`src/rtl/uart_pkg.sv`:
```
// Shared UART definitions: receiver/transmitter state encoding and oversampling constants.
package uart_pkg;

    typedef enum logic [1:0] {
        StIdle,
        StStart,
        StData,
        StStop
    } uart_state_e;

    localparam int unsigned OVERSAMPLE = 16;
    localparam int unsigned MID_SAMPLE = 7;

endpackage

```
`src/rtl/sync_2ff.sv`:
```
// Two-flop single-bit synchronizer with a configurable reset value.
module sync_2ff #(
    parameter logic RESET_VAL = 1'b1
) (
    input  logic i_clk,
    input  logic i_rst_n,
    input  logic i_d,
    output logic o_q
);

    logic meta_q;
    logic sync_q;

    always_ff @(posedge i_clk) begin
        if (!i_rst_n) begin
            meta_q <= RESET_VAL;
            sync_q <= RESET_VAL;
        end else begin
            meta_q <= i_d;
            sync_q <= meta_q;
        end
    end

    assign o_q = sync_q;

endmodule

```
`src/rtl/uart_rx.sv`:
```
// UART receiver: 16x oversampled start/data/stop recovery with valid or framing-error pulse.
module uart_rx
    import uart_pkg::*;
#(
    parameter int unsigned DBIT    = 8,
    parameter int unsigned SB_TICK = 16
) (
    input  logic            i_clk,
    input  logic            i_rst_n,
    input  logic            i_tick,
    input  logic            i_rx,
    output logic [DBIT-1:0] o_data,
    output logic            o_valid,
    output logic            o_frame_err,
    output logic            o_busy
);

    // Tick counter must also reach SB_TICK-1 for long stop periods.
    localparam int unsigned SW = ($clog2(SB_TICK) > 4) ? $clog2(SB_TICK) : 4;
    localparam int unsigned NW = ($clog2(DBIT) > 0) ? $clog2(DBIT) : 1;

    logic rx_s;

    uart_state_e     state_q, state_d;
    logic [SW-1:0]   s_cnt_q, s_cnt_d;
    logic [NW-1:0]   n_cnt_q, n_cnt_d;
    logic [DBIT-1:0] shreg_q, shreg_d;
    logic [DBIT-1:0] data_q, data_d;
    logic            valid_q, valid_d;
    logic            ferr_q, ferr_d;

    sync_2ff #(
        .RESET_VAL (1'b1)
    ) u_sync (
        .i_clk   (i_clk),
        .i_rst_n (i_rst_n),
        .i_d     (i_rx),
        .o_q     (rx_s)
    );

    always_ff @(posedge i_clk) begin
        if (!i_rst_n) begin
            state_q <= StIdle;
            s_cnt_q <= '0;
            n_cnt_q <= '0;
            shreg_q <= '0;
            data_q  <= '0;
            valid_q <= 1'b0;
            ferr_q  <= 1'b0;
        end else begin
            state_q <= state_d;
            s_cnt_q <= s_cnt_d;
            n_cnt_q <= n_cnt_d;
            shreg_q <= shreg_d;
            data_q  <= data_d;
            valid_q <= valid_d;
            ferr_q  <= ferr_d;
        end
    end

    always_comb begin
        state_d = state_q;
        s_cnt_d = s_cnt_q;
        n_cnt_d = n_cnt_q;
        shreg_d = shreg_q;
        data_d  = data_q;
        valid_d = 1'b0;
        ferr_d  = 1'b0;

        unique case (state_q)
            StIdle: begin
                // Ticks are ignored here, so a tick on the entry cycle is never counted.
                if (!rx_s) begin
                    state_d = StStart;
                    s_cnt_d = '0;
                end
            end
            StStart: begin
                if (i_tick) begin
                    if (s_cnt_q == SW'(MID_SAMPLE)) begin
                        if (!rx_s) begin
                            state_d = StData;
                            s_cnt_d = '0;
                            n_cnt_d = '0;
                        end else begin
                            state_d = StIdle;
                        end
                    end else begin
                        s_cnt_d = s_cnt_q + 1'b1;
                    end
                end
            end
            StData: begin
                if (i_tick) begin
                    if (s_cnt_q == SW'(OVERSAMPLE - 1)) begin
                        s_cnt_d = '0;
                        shreg_d = {rx_s, shreg_q[DBIT-1:1]};
                        if (n_cnt_q == NW'(DBIT - 1)) begin
                            state_d = StStop;
                        end else begin
                            n_cnt_d = n_cnt_q + 1'b1;
                        end
                    end else begin
                        s_cnt_d = s_cnt_q + 1'b1;
                    end
                end
            end
            StStop: begin
                if (i_tick) begin
                    if (s_cnt_q == SW'(SB_TICK - 1)) begin
                        data_d  = shreg_q;
                        valid_d = rx_s;
                        ferr_d  = ~rx_s;
                        state_d = StIdle;
                    end else begin
                        s_cnt_d = s_cnt_q + 1'b1;
                    end
                end
            end
            default: state_d = StIdle;
        endcase
    end

    assign o_data      = data_q;
    assign o_valid     = valid_q;
    assign o_frame_err = ferr_q;
    assign o_busy      = (state_q != StIdle);

endmodule

```
`config.mk`:
```
export PLATFORM = sky130hd
export DESIGN_NAME = uart_rx
export DESIGN_NICKNAME = d
export VERILOG_FILES = /design/src/rtl/uart_pkg.sv /design/src/rtl/sync_2ff.sv /design/src/rtl/uart_rx.sv
export SDC_FILE = /design/constraint.sdc
export NUM_CORES = 1
export LEC_CHECK = 0
export CORE_MARGIN = 3
export CORE_UTILIZATION = 58
export DETAILED_ROUTE_END_ITERATION = 10
export PLACE_DENSITY_LB_ADDON = 0.25
export SLEW_MARGIN = 20
export SYNTH_ARGS = -nofsm -noshare
export SYNTH_HDL_FRONTEND = slang
export SYNTH_HIERARCHICAL = 1
export SYNTH_SLANG_ARGS = --single-unit
```
`constraint.sdc`:
```
create_clock -name i_clk -period 4.1 [get_ports i_clk]
set_input_delay 1.025 -clock i_clk [delete_from_list [all_inputs] [get_ports i_clk]]
set_output_delay 1.025 -clock i_clk [all_outputs]
set_load 0.02 [all_outputs]
```
======== Word level (Yosys, flattened, before mapping) ========
Cells that the tools add are included.
cells by class
  eq/ne operators ......................... 17
  add/sub/neg operators ................... 2
  multiplexer cells ....................... 25
  reduce and logical (&&, ||, !) cells .... 9
  bitwise gates (word level) .............. 1
operators with widths
  kind                 count
  $mux 4               7
  $ne 2x2->1 const B   11
  $mux 2               9
  $mux 3               6
  $pmux 4 s4           1
  $pmux 2 s4           1
  $reduce_and 4->1     2
  $reduce_and 8->1     1
  $reduce_and 7->1     1
  $pmux 3 s2           1
  $reduce_and 3->1     2
  $add 4x1->4 const B  1
  $eq 2x2->1 const B   2
  $eq 4x3->1 const B   1
  $eq 4x4->1 const B   1
  $reduce_bool 2->1    2
  $add 3x1->3 const B  1
  $eq 3x3->1 const B   1
  $eq 2x1->1 const B   1
  $logic_not 2->1      1
  $not 1->1            1
word-level totals
  flip-flop bits (word level) ............. 29
  output and inout port bits .............. 11
  logic and storage cells ................. 63

======== Depth between registers and ports, before layout ========
  word-level depth ........................ 5
  mapped depth ............................ 6

======== By module ========
Netlist, hierarchy kept.
by module, submodules not included
  module    cells an instance  instances  area each (µm²)
  uart_rx   129                1          1,268.7
  sync_2ff  4                  1          52.6

======== Worst setup path before layout ========
Ideal clock, no wire load.
  path kind ............................... input -> register
  start ................................... in i_tick
  end ..................................... reg shreg_q[0]
  data required time ...................... 3.984 ns
  setup slack ............................. 2.106 ns
  arrival ................................. 1.878 ns
  setup time .............................. 0.116 ns
  stages on the path ...................... 5
  cell sequence ........................... nand4_1 > nor3b_1 > buf_2 > mux2i_1 > nor2b_1
on the way
  longest elaborated chain between the ends .. 1
RTL lines
  what                        RTL line       text
  from (decl)                 uart_rx.sv:10  input logic i_tick,
  $reduce_and 3->1 (no line)  -
  to (signal assigned)        uart_rx.sv:54  shreg_q <= shreg_d;
  to (decl)                   uart_rx.sv:27  logic [DBIT-1:0] shreg_q, shreg_d;
Every way passes these cells.
A chain may end at the register's enable or synchronous reset.

==> metrics.cfg <==
[worst_setup_path]
slowest_stage = dfxtp_1
startpoint_type = flip-flop
critPathArrivalTime_ns = 1.78
critical-path-top-delay-family = flip-flops
crit_buf_inv = 1
cp-end-kind = primary output
worstPathCellList = or2_2, clkdlybuf4s50_1
crit_path_max_fanout = 14
criticalPathCategory = reg2out
cp.required_ns = 3.07
crit_path_max_incr_delay_ns = 0.63

[logic_synthesis]
syn_area_mm2 = 0.00132
synth_cells = 133
yosysSeqAreaShare_pct = 43.9
synth_seq_cells = 29
yosysUniqueCellTypes = 32
yosys_warnings = 6
syn_area_per_cell_um2 = 9.93
syn-num-nets = 140

[power_and_ir_drop]
p_leak_nw = 0.531
power_density_mw_per_mm2 = 323
ir_drop_uv = 250

[detailed_routing]
detail-route-antenna-nets = 0
viasPerCell = 5.57
routed_wl_mm = 2.35
route.detailed.drc = 0
num_vias = 981
wl_per_cell_um = 13.4
drtIter0Drc = 27
first_pass_iters = 4

[timing]
rsz0062_at_grt = no
slew_violations = 0
finalWorstPathRequiredPeriod_ns = 2.80
hold_viol_final = 0
finClkSkew_ns = 0.00741
fin_crit_sh_pct = 68.3
setup_tns_ns = 0
fmax_mhz = 357
setup_viol = 0
slew_headroom_pct = 68.1
max_slew.worst_pin.slew_ns = 0.477

[grt]
grt_max_degree = 33
met3_usage_pct = 8.31
gr-max-usage-layer = met2
antenna_found_initial = 0
grt_pass1_wl_mm = 3.87
grt_use_met2_pct = 29.4
grt_overflow = 0
grt_usage_pct = 19.1
grt_pass1_vias = 887
met1_usage_pct = 23.5

[finish]
antenna_cells = 0
area_growth_pct = 16.6
postLayoutCellArea_mm2 = 0.00154
drive_above_1_share_pct = 10.7
nNetsFinal = 155

[clock_tree]
cts_buffers = 5
cts_setup_buffers = 0
tritoncts = yes
cts_resized = 0
cts_hold_buf = 0
clk_path_buf_depth = 2
clock-sinks = 29
h-tree-depth = 2
cts-root-buf = clkbuf_4
clk_pin_slew_ns = 0.09
clk_latency_ns = 0.31

[die]
io_pins = 15
die_x_um = 53.7
fp.dieH_um = 53.7
start_util_pct = 64.1
dieArea_mm2 = 0.00289
num_rows = 16
coreArea_mm2 = 0.00206

[job]
maxCapViolations = 0

[placed_design]
port_buffers = 14
placed_area_mm2 = 0.00147
gp_congestion = 0.759
hpwl_mm = 1.54

[hold_path]
hold_path_class = reg2reg

[outcome]
status = completed

per-layer routing:
metal  share of wire (%)  wire length, µm
met5                   0                0
met4                0.42               10
met3                 5.5              129
met2                  47             1120
met1                  47             1100
worst register-to-register path: stages, from the launching register on:
cell	delay (ns)
dfxtp_1	0.33
ha_1	0.19
ha_1	0.20
and4bb_2	0.30
o2111ai_2	0.17
or4b_1	0.56
a21boi_1	0.13
layout make-up:
class                           instances  area, µm²
Fill cell                             143        522
Clock inverter                          1       5.00
Tap cell                               27       33.8
Timing Repair Buffer                   16        155
Sequential cell                        29        581
Multi-Input combinational cell         96        701
Clock buffer                            7       65.1
state kept, by name, indices dropped and copies added (netlist names), named ones only:
| signal | flops |
|---|---|
| u_sync/o_q | 1 |
| u_sync/meta_q | 1 |
| n_cnt_q | 3 |
| o_data | 8 |
| o_frame_err | 1 |
| shreg_q | 8 |
| state_q | 1 |
| o_valid | 1 |
| s_cnt_q | 4 |
cell families after synthesis:
| family | synth area share, % |
|---|---|
| buf+inv | 3.03 |
| flops | 43.9 |
| simple gates | 26.1 |
| xor+xnor | 0.663 |
| fa+ha+maj | 2.84 |
| compound gates | 9.00 |
| mux | 14.4 |
path summary, 6_finish.rpt:
kind / startpoint / end / slack, ns / cells past startpoint
max reg2reg: n_cnt_q[0]$_SDFFE_PN0P_ / n_cnt_q[0]$_SDFFE_PN0P_ / 2.15 / 6
min reg2reg: u_sync/meta_q$_SDFF_PN1_ / u_sync/o_q$_SDFF_PN1_ / 0.43 / 1
max: flip-flop / o_busy / 1.30 / 2
min: u_sync/meta_q$_SDFF_PN1_ / u_sync/o_q$_SDFF_PN1_ / 0.43 / 1
stage by stage:
step	hold WS, ns	cells	utilization, %	power [mW]	worst slack (ns)
after floorplan	0.386	133	-	0.304	2.11
after global placement	0.408	168	71.3	0.311	1.48
after detailed placement	0.424	168	71.3	0.311	1.42
after CTS	0.443	176	74.7	0.503	1.28
after global routing	0.451	176	74.7	0.520	1.21
final	0.432	176	74.7	0.497	1.30
cell usage in the layout, fill, tap and decap left out, types with 2 or more instances in the layout:
cell type | Yosys | routed
ha_1 | 3 | 3
nand2_1 | 13 | 13
nand3_1 | 3 | 3
and3b_1 | 2 | 2
a31oi_1 | 2 | 2
buf_4 | 0 | 2
clkbuf_4 | 0 | 5
nor2b_1 | 21 | 21
nor2_1 | 5 | 5
clkbuf_8 | 0 | 2
clkdlybuf4s50_1 | 0 | 14
mux2i_1 | 19 | 19
nand4_1 | 3 | 3
nand2b_1 | 2 | 2
o21ai_0 | 6 | 6
dfxtp_1 | 29 | 29
Yosys cell counts (all sizes together):
library cell	number	area, µm²
buf	3	21.3
a21oi	1	5.00
a31oi	2	12.5
mux2i	19	190
and3	1	6.26
nand2	13	48.8
ha	3	37.5
o2111ai	1	15.0
o211a	1	10.0
and4bb	1	12.5
o311a	1	10.0
xnor2	1	8.76
clkbuf	5	18.8
nor3	1	5.00
nand3	3	15.0
a2111o	1	11.3
or2	1	6.26
nand4	3	18.8
nand2b	2	12.5
and3b	2	17.5
nor3b	1	7.51
dfxtp	29	581
nor4b	1	23.8
a31o	1	8.76
a21boi	1	7.51
nor2b	21	131
or4b	1	10.0
a221oi	1	8.76
nor2	6	30.0
o21ai	6	30.0
where the power goes:
part           leakage [nW]  total, mW  switching, mW  internal [mW]
logic                 0.255     0.0183        0.00821         0.0101
registers             0.234      0.287        0.00334          0.283
clock network        0.0413      0.192         0.0931         0.0993
Power figures use the tool's default switching activity.
